$ cat config.mk
export PLATFORM = sky130hd
export DESIGN_NAME = text_overlay_flat
export DESIGN_NICKNAME = d
export VERILOG_FILES = /design/src/rtl/text_overlay_pkg.sv /design/src/rtl/text_overlay_if.sv /design/src/rtl/char_rom.sv /design/src/rtl/text_overlay_blink_timer.sv /design/src/rtl/text_overlay.sv /design/src/flat_wrapper.sv
export SDC_FILE = /design/constraint.sdc
export NUM_CORES = 1
export LEC_CHECK = 0
export ABC_AREA = 0
export ABC_CLOCK_PERIOD_IN_PS = 4800
export CAP_MARGIN = 20
export CORE_UTILIZATION = 55
export DETAILED_ROUTE_END_ITERATION = 6
export HOLD_SLACK_MARGIN = 0.12
export PLACE_DENSITY = 0.75
export SLEW_MARGIN = 20
export SYNTH_ARGS = -nofsm -noshare
export SYNTH_HDL_FRONTEND = slang
export SYNTH_SLANG_ARGS = --single-unit
$ cat constraint.sdc
create_clock -name clk -period 4.8 [get_ports clk]
set_input_delay 0.48 -clock clk [delete_from_list [all_inputs] [get_ports clk]]
set_output_delay 0.48 -clock clk [all_outputs]
set_load 0.05 [all_outputs]
$ cat src/rtl/text_overlay_pkg.sv
// Shared display definitions for the text overlay.
// Contents: blank-character code, glyph height, scale-select encodings and an
// address-width helper that never returns zero.
package text_overlay_pkg;

  localparam logic [7:0] ASCII_SPACE = 8'h20;
  localparam int         GLYPH_H     = 8;

  localparam logic [1:0] SCALE_X1 = 2'd0;
  localparam logic [1:0] SCALE_X2 = 2'd1;
  localparam logic [1:0] SCALE_X4 = 2'd2;
  localparam logic [1:0] SCALE_X8 = 2'd3;

  // Width needed to address n entries, at least one bit.
  function automatic int clog2_safe(input int n);
    return (n <= 2) ? 1 : $clog2(n);
  endfunction

endpackage

$ cat src/rtl/text_overlay_if.sv
// Character-buffer write bus for the text overlay.
// Signals: wr_en/wr_addr/wr_data write one character slot, len_we/len_in load
// the string length, clr blanks the whole buffer and zeroes the length.
// master: the host side that drives the bus; slave: the overlay.
interface text_overlay_if
  import text_overlay_pkg::*;
#(
  parameter int MAX_CHARS = 16
);
  localparam int AW = clog2_safe(MAX_CHARS);

  logic          wr_en;
  logic [AW-1:0] wr_addr;
  logic [7:0]    wr_data;
  logic          len_we;
  logic [AW:0]   len_in;
  logic          clr;

  modport master (output wr_en, wr_addr, wr_data, len_we, len_in, clr);
  modport slave  (input  wr_en, wr_addr, wr_data, len_we, len_in, clr);

endinterface

$ cat src/rtl/char_rom.sv
// Character glyph ROM (combinational), 8 rows of up to 8 columns per glyph.
// Ports: code (ASCII), row (0 = top), col (0 = leftmost) -> pixel.
// Glyphs are 5 pixels wide in columns 0..4; codes without a glyph show a box.
module char_rom (
  input  logic [7:0] code,
  input  logic [2:0] row,
  input  logic [2:0] col,
  output logic       pixel
);
  logic [63:0] glyph;

  always_comb begin
    glyph = 64'hF888_8888_88F8_0000;
    case (code)
      8'h20:   glyph = 64'h0000_0000_0000_0000;
      8'h41:   glyph = 64'h2050_8888_F888_8800;
      8'h48:   glyph = 64'h8888_88F8_8888_8800;
      8'h49:   glyph = 64'h7020_2020_2020_7000;
      default: glyph = 64'hF888_8888_88F8_0000;
    endcase
    pixel = glyph[63 - (8 * int'(row) + int'(col))];
  end

endmodule

$ cat src/rtl/text_overlay_blink_timer.sv
// Blink timer: counts frame_start pulses and toggles phase every
// BLINK_FRAMES frames. phase = 0 means text visible, 1 means hidden.
// Ports: clk, rst_n (async active-low), frame_start (1-cycle pulse), phase.
module blink_timer
  import text_overlay_pkg::*;
#(
  parameter int BLINK_FRAMES = 30
) (
  input  logic clk,
  input  logic rst_n,
  input  logic frame_start,
  output logic phase
);
  localparam int CW = clog2_safe(BLINK_FRAMES);
  localparam logic [CW-1:0] CNT_LAST = CW'(BLINK_FRAMES - 1);

  logic [CW-1:0] cnt;

  always_ff @(posedge clk or negedge rst_n) begin
    if (!rst_n) begin
      cnt   <= '0;
      phase <= 1'b0;
    end else if (frame_start) begin
      if (cnt == CNT_LAST) begin
        cnt   <= '0;
        phase <= ~phase;
      end else begin
        cnt <= cnt + 1'b1;
      end
    end
  end

endmodule

$ cat src/rtl/text_overlay.sv
// Text overlay for the VGA path: character buffer, x1/x2/x4/x8 scaling,
// blink and invert, two registered stages from x/y to the outputs.
// Ports: clk, rst_n (async active-low), x/y pixel position, start_x/start_y
// box origin, scale_sel, wr (buffer write bus), blink_en, invert,
// frame_start, pixel_on (glyph bit), pixel_valid (pixel inside visible box).
module text_overlay
  import text_overlay_pkg::*;
#(
  parameter int MAX_CHARS    = 16,
  parameter int CHAR_W       = 6,
  parameter int COORD_W      = 10,
  parameter int BLINK_FRAMES = 30
) (
  input  logic               clk,
  input  logic               rst_n,
  input  logic [COORD_W-1:0] x,
  input  logic [COORD_W-1:0] y,
  input  logic [COORD_W-1:0] start_x,
  input  logic [COORD_W-1:0] start_y,
  input  logic [1:0]         scale_sel,
  text_overlay_if.slave      wr,
  input  logic               blink_en,
  input  logic               invert,
  input  logic               frame_start,
  output logic               pixel_on,
  output logic               pixel_valid
);
  localparam int AW = clog2_safe(MAX_CHARS);
  localparam int W  = COORD_W + 4;
  localparam logic [AW:0] LEN_MAX = (AW + 1)'(MAX_CHARS);

  function automatic logic [AW:0] sat_len(input logic [AW:0] n);
    return (n > LEN_MAX) ? LEN_MAX : n;
  endfunction

  logic [7:0]  char_buf [MAX_CHARS];
  logic [AW:0] len_q;
  logic        blink_phase;

  // clr has priority and drops any write or length load in the same cycle.
  always_ff @(posedge clk or negedge rst_n) begin
    if (!rst_n) begin
      for (int i = 0; i < MAX_CHARS; i++) char_buf[i] <= ASCII_SPACE;
      len_q <= '0;
    end else if (wr.clr) begin
      for (int i = 0; i < MAX_CHARS; i++) char_buf[i] <= ASCII_SPACE;
      len_q <= '0;
    end else begin
      if (wr.wr_en && (int'(wr.wr_addr) < MAX_CHARS)) char_buf[wr.wr_addr] <= wr.wr_data;
      if (wr.len_we) len_q <= sat_len(wr.len_in);
    end
  end

  blink_timer #(.BLINK_FRAMES(BLINK_FRAMES)) u_blink (
    .clk         (clk),
    .rst_n       (rst_n),
    .frame_start (frame_start),
    .phase       (blink_phase)
  );

  // Box bounds are formed 4 bits wider than the coordinates so a box running
  // off the right/bottom edge is clipped instead of wrapping onto x=0/y=0.
  logic [W-1:0]       x_w, y_w, sx_w, sy_w, x_end, y_end;
  logic               in_box;
  logic [COORD_W-1:0] ux, idx_full;

  always_comb begin
    x_w      = W'(x);
    y_w      = W'(y);
    sx_w     = W'(start_x);
    sy_w     = W'(start_y);
    x_end    = sx_w + ((W'(len_q) * W'(CHAR_W)) << scale_sel);
    y_end    = sy_w + (W'(GLYPH_H) << scale_sel);
    in_box   = (x_w >= sx_w) && (x_w < x_end) && (y_w >= sy_w) && (y_w < y_end);
    ux       = (x - start_x) >> scale_sel;
    idx_full = ux / COORD_W'(CHAR_W);
  end

  // ---- stage 1 boundary: box test and glyph cell coordinates ----
  logic               vld_p1;
  logic [COORD_W-1:0] idx_p1;
  logic [2:0]         col_p1, row_p1;

  always_ff @(posedge clk or negedge rst_n) begin
    if (!rst_n) begin
      vld_p1 <= 1'b0;
      idx_p1 <= '0;
      col_p1 <= '0;
      row_p1 <= '0;
    end else begin
      vld_p1 <= in_box;
      idx_p1 <= idx_full;
      col_p1 <= 3'(ux % COORD_W'(CHAR_W));
      row_p1 <= 3'((y - start_y) >> scale_sel);
    end
  end

  logic [7:0] code_p1;
  logic       glyph_p1, vis_p1;

  // idx < length also guarantees idx < MAX_CHARS, so the low bits address the buffer.
  always_comb begin
    code_p1 = (idx_p1 < COORD_W'(len_q)) ? char_buf[idx_p1[AW-1:0]] : ASCII_SPACE;
    vis_p1  = vld_p1 && (!blink_en || !blink_phase);
  end

  char_rom u_rom (
    .code  (code_p1),
    .row   (row_p1),
    .col   (col_p1),
    .pixel (glyph_p1)
  );

  // ---- stage 2 boundary: registered outputs ----
  always_ff @(posedge clk or negedge rst_n) begin
    if (!rst_n) begin
      pixel_valid <= 1'b0;
      pixel_on    <= 1'b0;
    end else begin
      pixel_valid <= vis_p1;
      pixel_on    <= vis_p1 && (glyph_p1 ^ invert);
    end
  end

endmodule
$ cat src/flat_wrapper.sv
// flat-port wrapper written by rule: the top's interface ports become plain ports
module text_overlay_flat import text_overlay_pkg::*;
#(
  parameter int MAX_CHARS    = 16,
  parameter int CHAR_W       = 6,
  parameter int COORD_W      = 10,
  parameter int BLINK_FRAMES = 30
)
  (clk, rst_n, x, y, start_x, start_y, scale_sel, blink_en, invert, frame_start, pixel_on, pixel_valid, wr_wr_en, wr_wr_addr, wr_wr_data, wr_len_we, wr_len_in, wr_clr);
  text_overlay_if #(.MAX_CHARS(MAX_CHARS)) wr_i ();
  input  logic clk;
  input  logic rst_n;
  input  logic [COORD_W-1:0] x;
  input  logic [COORD_W-1:0] y;
  input  logic [COORD_W-1:0] start_x;
  input  logic [COORD_W-1:0] start_y;
  input  logic [1:0] scale_sel;
  input  logic blink_en;
  input  logic invert;
  input  logic frame_start;
  output logic pixel_on;
  output logic pixel_valid;
  input wire logic [$bits(wr_i.wr_en)-1:0] wr_wr_en;
  input wire logic [$bits(wr_i.wr_addr)-1:0] wr_wr_addr;
  input wire logic [$bits(wr_i.wr_data)-1:0] wr_wr_data;
  input wire logic [$bits(wr_i.len_we)-1:0] wr_len_we;
  input wire logic [$bits(wr_i.len_in)-1:0] wr_len_in;
  input wire logic [$bits(wr_i.clr)-1:0] wr_clr;
  assign wr_i.wr_en = wr_wr_en;
  assign wr_i.wr_addr = wr_wr_addr;
  assign wr_i.wr_data = wr_wr_data;
  assign wr_i.len_we = wr_len_we;
  assign wr_i.len_in = wr_len_in;
  assign wr_i.clr = wr_clr;
  text_overlay #(.MAX_CHARS(MAX_CHARS), .CHAR_W(CHAR_W), .COORD_W(COORD_W), .BLINK_FRAMES(BLINK_FRAMES)) u_core (.clk(clk), .rst_n(rst_n), .x(x), .y(y), .start_x(start_x), .start_y(start_y), .scale_sel(scale_sel), .wr(wr_i), .blink_en(blink_en), .invert(invert), .frame_start(frame_start), .pixel_on(pixel_on), .pixel_valid(pixel_valid));
endmodule
* Yosys cells after proc, flatten, opt, wreduce, memory -nomap -nowiden
Index checks and enable logic that the tools add are counted.
** Storage, ports and cells
- Bits of input ports :: 67
- Word-level logic and storage cells :: 87
- Register bits after elaboration :: 158
** Operators by class
- Equal/unequal tests :: 5
- Add/subtract/negate cells :: 7
- Shifts and indexed selects :: 4
- Reduce and logical (&&, ||, !) cells :: 12
- Div/mod/pow operators :: 2
- Bitwise logic cells :: 4
- Multiply operators :: 1
- Magnitude comparators :: 10
- Mux-type cells :: 17
** Operators by type and width (count)
- 128-bit 2-to-1 mux :: 2
- 64-bit one-hot mux with 4 select lines :: 1
- 128-bit bitwise mux :: 1
- 8-bit binary-select mux with 4-bit select :: 1
- 8-bit demux with 4-bit select :: 1
- 8-bit 2-to-1 mux :: 4
- 10-bit by 14-bit adder with 14-bit output :: 2
- 10-bit by 14-bit less-than comparator with 1-bit output :: 2
- 8-bit by 7-bit == test with 1-bit output, second input constant :: 3
- 10-bit greater-or-equal comparator :: 2
- 5-bit 2-to-1 mux :: 4
- 10-bit subtractor :: 2
- 4-bit by 2-bit left shift with 14-bit output, first input constant :: 1
- 8-bit by 2-bit left shift with 14-bit output :: 1
- 10-bit by 3-bit divider with 10-bit output, second input constant :: 1
- 5-bit greater-or-equal comparator, second input constant :: 2
- 10-bit by 5-bit less-than comparator with 1-bit output :: 1
- 10-bit by 3-bit remainder unit with 10-bit output, second input constant :: 1
- 4-bit NOT with 5-bit output :: 2
- 10-bit by 2-bit >> shifter with 10-bit output :: 1
- 10-bit by 2-bit >> shifter with 3-bit output :: 1
- 8-bit by 6-bit == test with 1-bit output, second input constant :: 1
- 8-bit less-than comparator, second input constant :: 1
- 6-bit by 7-bit subtractor with 8-bit output, first input constant :: 1
- other kinds (15) :: 23

* Logic depth before layout (Yosys ltp)
Gate-level depths: netlist of the first run.
- Depth after elaboration :: 12
- Depth in mapped cells :: 20
- Mapped depth without buffers :: 20

* Modules after synthesis
From an unflattened synthesis of the first run, not the netlist that was laid out.
** Second synthesis, totals
- Cells, all modules :: 1063
- Area total of the unflattened synthesis :: 11010.6 um2
** Modules (own cells, without submodules)
- text_overlay :: area an instance 10383.7 um2, instances 1, cells an instance 988, seq. area each 3773.6 um2
- blink_timer :: area an instance 317.8 um2, instances 1, cells an instance 30, seq. area each 150.1 um2
- char_rom :: area an instance 309.0 um2, instances 1, cells an instance 45, seq. area each 0.0 um2

* Least setup slack after synthesis of the first run
No wires, ideal clock.
- Path type :: input port to flip-flop
- From :: in start_x[4]
- To :: reg u_core.col_p1[1]
- Path slack :: 841 ps
- Data required time :: 4714 ps
- Path buffers :: 3
- Data arrival time :: 3873 ps
- Cell stages on the path :: 17
- Cell sequence :: inv_1 ha_1 buf_6 a21o_4 a31oi_4 a211oi_1 or3_4 buf_6 nand4_1 a41oi_1 or4_1 buf_2 and4_1 a2111oi_2 nand2_1 or3_4 a32oi_1
** Between the ends
- Word-level cells in the longest chain between the ends :: 3
** RTL lines
- from (decl) :: line flat_wrapper.sv:15 : input logic [COORD_W-1:0] start_x;
- 10-bit subtractor :: line text_overlay.sv:75 : ux = (x - start_x) >> scale_sel;
- 10-bit by 2-bit >> shifter with 10-bit output :: line text_overlay.sv:75
- 10-bit by 3-bit remainder unit with 10-bit output :: line text_overlay.sv:93 : col_p1 <= 3'(ux % COORD_W'(CHAR_W));
- to (signal assigned) :: line text_overlay.sv:93
- to (decl) :: line text_overlay.sv:82 : logic [2:0] col_p1, row_p1;
Every way passes these cells.
A chain may end at the register's enable or synchronous reset.

* Final worst setup path of the first run
- From :: in x[0]
- To :: reg u_core.col_p1[1]
** Between the ends
- Word-level cells in the longest chain between the ends :: 3
** RTL lines
- from (decl) :: line flat_wrapper.sv:13 : input logic [COORD_W-1:0] x;
- 10-bit subtractor :: line text_overlay.sv:75
- 10-bit by 2-bit >> shifter with 10-bit output :: line text_overlay.sv:75
- 10-bit by 3-bit remainder unit with 10-bit output :: line text_overlay.sv:93
Every way passes these cells.

==> summary by stage, run 1 <==
Pwr
The highest ir drop seen on vdd is 0.196 mV. For this design the total switching power over the nets is 1.54 mW. For this design the static power due to leakage is 5.55 nW. Dividing total power by cell area gives a power density of 359 mW/mm². The share of total power dissipated in the clock network is 0.306. The internal power of the cells totals 2.84 mW. Of the total power, registers draw 0.348. The combinational power share is 0.345. Of the total power, the share spent switching nets is 0.352.

Critical path
The maximum fanout along the worst path is 5. The endpoint identified for the worst register-to-register timing path is u_core.vld_p1$_DFF_PN0_. The worst setup path startpoint is x[0]. For the worst setup path, the data required time is 5.14 ns. The worst register-to-register path begins at u_core.len_q[0]$_DFFE_PN0P_.

Traced cell by cell, the critical path runs through clkdlybuf4s50_1, inv_1, ha_1, fa_1, nor2b_1, o2111ai_1, and3_1, o21ai_1, nand4_1, a2111o_1, and3_1, a2111oi_0, a2111oi_2, nand2_1, inv_1, or3_1, a32oi_1. The number of cells traversed by the worst register-to-register path is 21. Data arrives at the worst endpoint at 4.65 ns.

The kind of end point of the critical path is a flip-flop. The slowest stage of the critical path is the sky130_fd_sc_hd__a2111oi_0 cell. The nature of the critical path startpoint is an input pin.

The minimum setup slack among reg-to-reg paths is 0.51 ns. The critical path start-end classification is in2reg. The largest single stage delay on the critical path is 0.47 ns.

STA
The hold violation total from the final report was 0. The total setup violations reported at the end of the flow is 0. Setup repair after global routing left no endpoint under its margin.

The final period utilization is 0.898. Timing would allow up to 232 MHz. The transition time of the tightest slew-check pin is 1.17 ns. The aggregate negative setup slack is 0 ns.

The final worst clock skew is 0.00581 ns. In this run the tightest slew margin relative to its limit is 0.218. The number of max-slew violations in the final report is 0. The worst path setup slack after routing is 0.490 ns. The final period demand of the worst path is 4.31 ns.

Synthesis
Yosys mapped the design onto 69 distinct sky130hd cell types. The net count after synthesis is 1,220. Synthesis handed over a netlist of 1,084 instances. The number of register bits inferred by synthesis is 156. In the synthesized netlist the async set-or-reset flop fraction comes to 1.00.

The number of enable-type register cells in the synthesized netlist is 0. The most common cell in the netlist is sky130_fd_sc_hd__nor2_1. Of the synthesized area, sequential elements account for 0.366.

The share of the synthesized area in the top cell type is 0.327. By area the synthesized netlist is led by sky130_fd_sc_hd__dfrtp_1 (33%), sky130_fd_sc_hd__mux2i_1 (12%), sky130_fd_sc_hd__mux4_2 (8.0%). The post-synthesis cell type with the largest combined area is sky130_fd_sc_hd__dfrtp_1. The count of yosys warnings during synthesis is 0. Each instance of the synthesized netlist takes up on average 9.88 µm².

Sorting the synthesized cells by how often they occur yields sky130_fd_sc_hd__nor2_1 (176), sky130_fd_sc_hd__dfrtp_1 (140), sky130_fd_sc_hd__mux2i_1 (127). Among all flip-flop cells after synthesis, the most frequent one is sky130_fd_sc_hd__dfrtp_1. The post-synthesis instance area is 0.0107 mm².

Final layout
The filler cell count is 1,571. The net count reported at finish is 1,263. The relative area change from synthesis to final layout is 13.9%. Of the cells placed in the final design, the portion with a size suffix greater than 1 is 0.103. The number of antenna diodes is 0.

Clock network
The H-tree was split into 4 levels. The number of buffers created by CTS is 17. The tree is rooted in a sky130_fd_sc_hd__clkbuf_16. No sink is reached through more buffers than the 2 on the longest clock path.

Clock-pin slew was measured on the worst setup and hold paths at 0.06 ns. The clock insertion delay at the later pin of the skew report is 0.43 ns. The number of setup buffers added after CTS is 0. The number of clock sinks is 156. TritonCTS built the clock tree.

Placement
In this run the tool buffered the top-level ports with 68 buffer cells. The post-DP HPWL is 17,600 µm. The post-placement setup slack is 0.100 ns. At the end of routability-driven placement, the weighted congestion stood at 0.900.

Global route
The maximum number of pins on one net before global-route repair is 80. After global routing the overflow that remains totals 0. The global-route wire length before repair is 41,100 µm.

For this run, the total global-route usage over all layers was measured as 0.262. The number of antenna violations at the first check in global routing is 1. The number of global-route vias before repair is 7,972.

Run status
The flow ran to the end, and the final reports show no timing, DRC or antenna violations.

Floorplanning
The floorplan step defined a die boundary enclosing 0.0200 mm². In this run the horizontal extent of the chip is 142 µm. For this design the top-level I/O count stands at 69. The floorplan has 50 rows.

The core outline area is 0.0189 mm². The initial standard-cell utilization of the core is 0.567. The y dimension of the die is 142 µm.

Routing
The remaining design rule violation count is 0. Summed over all layers, the routed wires come to 24,400 µm. Dividing the detail-routed via count by the number of cells gives 5.92. The routed layout has 8,293 vias. In the final routed layout, each cell accounts on average for 17.4 µm. For this run, the detailed router's first-pass iteration total came to 5. The detailed router's first-iteration violation count is 820. The post-route antenna net violation count is 0.

Hold path
The worst min-delay path startpoint is u_core.u_blink.phase$_DFFE_PN0P_. The path with the worst hold slack has its endpoint at u_core.u_blink.phase$_DFFE_PN0P_. Along the worst hold path, the cell count comes to 1. The classification of the worst-slack hold path is reg2reg.

Job
The tool flagged a number of max-cap violations equal to 0.
worst max-delay path, delay by kind of cell:
| family | cells | cell delay [ns] |
|---|---|---|
| compound gates | 6 | 1.61 |
| simple gates | 6 | 1.37 |
| fa+ha+maj | 2 | 0.65 |
| buf+inv | 3 | 0.56 |
flip-flops by register name (all words and copies together) (netlist names):
name,cells
u_core.pixel_valid,1
u_core.u_blink.cnt,5
u_core.col_p1,3
u_core.vld_p1,1
u_core.row_p1,3
u_core.len_q,5
u_core.pixel_on,1
u_core.u_blink.phase,1
u_core.char_buf,128
u_core.idx_p1,8
repair_timing:
action	in CTS	in global routing
resized for setup	0	1
hold buffers	1	0
setup endpoints to repair	0	1
endpoints found under the hold margin	39	0
kinds of logic (layout without fill, tap and decap cells):
logic type / Yosys count / count (layout) / synth area share
xor gates and xnor gates: 33 / 33 / 0.0270
DFF: 156 / 156 / 0.366
AOI/OAI and AO/OA: 188 / 188 / 0.121
and+or+nand+nor: 356 / 356 / 0.156
buffers and inverters: 113 / 169 / 0.0430
muxes: 169 / 169 / 0.203
adders and majority gates: 69 / 69 / 0.0841
layout by cell type (no fill, tap or decap), drive strengths merged, types with 26 or more instances in the layout:
cell type	count
nor2	176
o21ai	26
mux4	38
a21oi	57
dfrtp	140
mux2i	127
clkdlybuf4s50	66
inv	60
ha	64
nand2	46
power groups by stage:
stage | Sequential, mW | Combinational [mW] | Clock [mW]
floorplan | 1.46 | 1.17 | 0
global placement | 1.55 | 1.47 | 0
detailed placement | 1.55 | 1.49 | 0
CTS | 1.53 | 1.51 | 1.36
global route | 1.54 | 1.68 | 1.41
finish | 1.53 | 1.51 | 1.34
metrics by stage:
step | hold WS (ns) | cell area (µm²) | cells | utilization | power (mW)
after CTS | 0.470 | 12200 | 1400 | 0.646 | 4.40
final | 0.470 | 12200 | 1400 | 0.646 | 4.38
after global placement | 0.443 | 11600 | 1367 | 0.614 | 3.02
after detailed placement | 0.439 | 11600 | 1367 | 0.614 | 3.04
after global routing | 0.488 | 12200 | 1400 | 0.646 | 4.64
after floorplan | 0.184 | 10700 | 1084 | - | 2.64
routing by layer:
metal / up-vias / routed length (µm) / track usage
met3: 25 / 1030 / 0.0408
met5: - / 13 / 0
met2: 224 / 11400 / 0.417
met4: 2 / 318 / 0.0668
met1: 4065 / 11600 / 0.376
li1: 3977 / - / -
worst max path at each step:
| stage | to | slack [ns] | depth (start not counted) |
|---|---|---|---|
| finish | u_core.col_p1[1]$_DFF_PN0_ | 0.49 | 17 |
| global route | u_core.vld_p1$_DFF_PN0_ | 0.09 | 21 |
| CTS | u_core.vld_p1$_DFF_PN0_ | 0.37 | 21 |
| detailed placement | u_core.col_p1[1]$_DFF_PN0_ | 0.10 | 17 |
| global placement | u_core.col_p1[1]$_DFF_PN0_ | 0.16 | 17 |
| floorplan | u_core.col_p1[1]$_DFF_PN0_ | 0.84 | 17 |
layout make-up:
type                            instances  area [µm²]  share of cell area
Sequential cell                       156        3930               0.322
Clock inverter                         14         151              0.0124
Timing Repair Buffer                   85         835              0.0684
Tap cell                              260         325              0.0267
Multi-Input combinational cell        815        6330               0.519
Inverter                               52         195              0.0160
Clock buffer                           18         439              0.0360
No activity file was read; power rests on OpenSTA's default activity.
==> inputs of run 2 (changes only) <==
- ABC_CLOCK_PERIOD_IN_PS: 4800 -> unset
- SKIP_LAST_GASP: unset -> 1
==> results of run 2 <==
The final DEF is identical to that of run 1; final timing and power are the same.
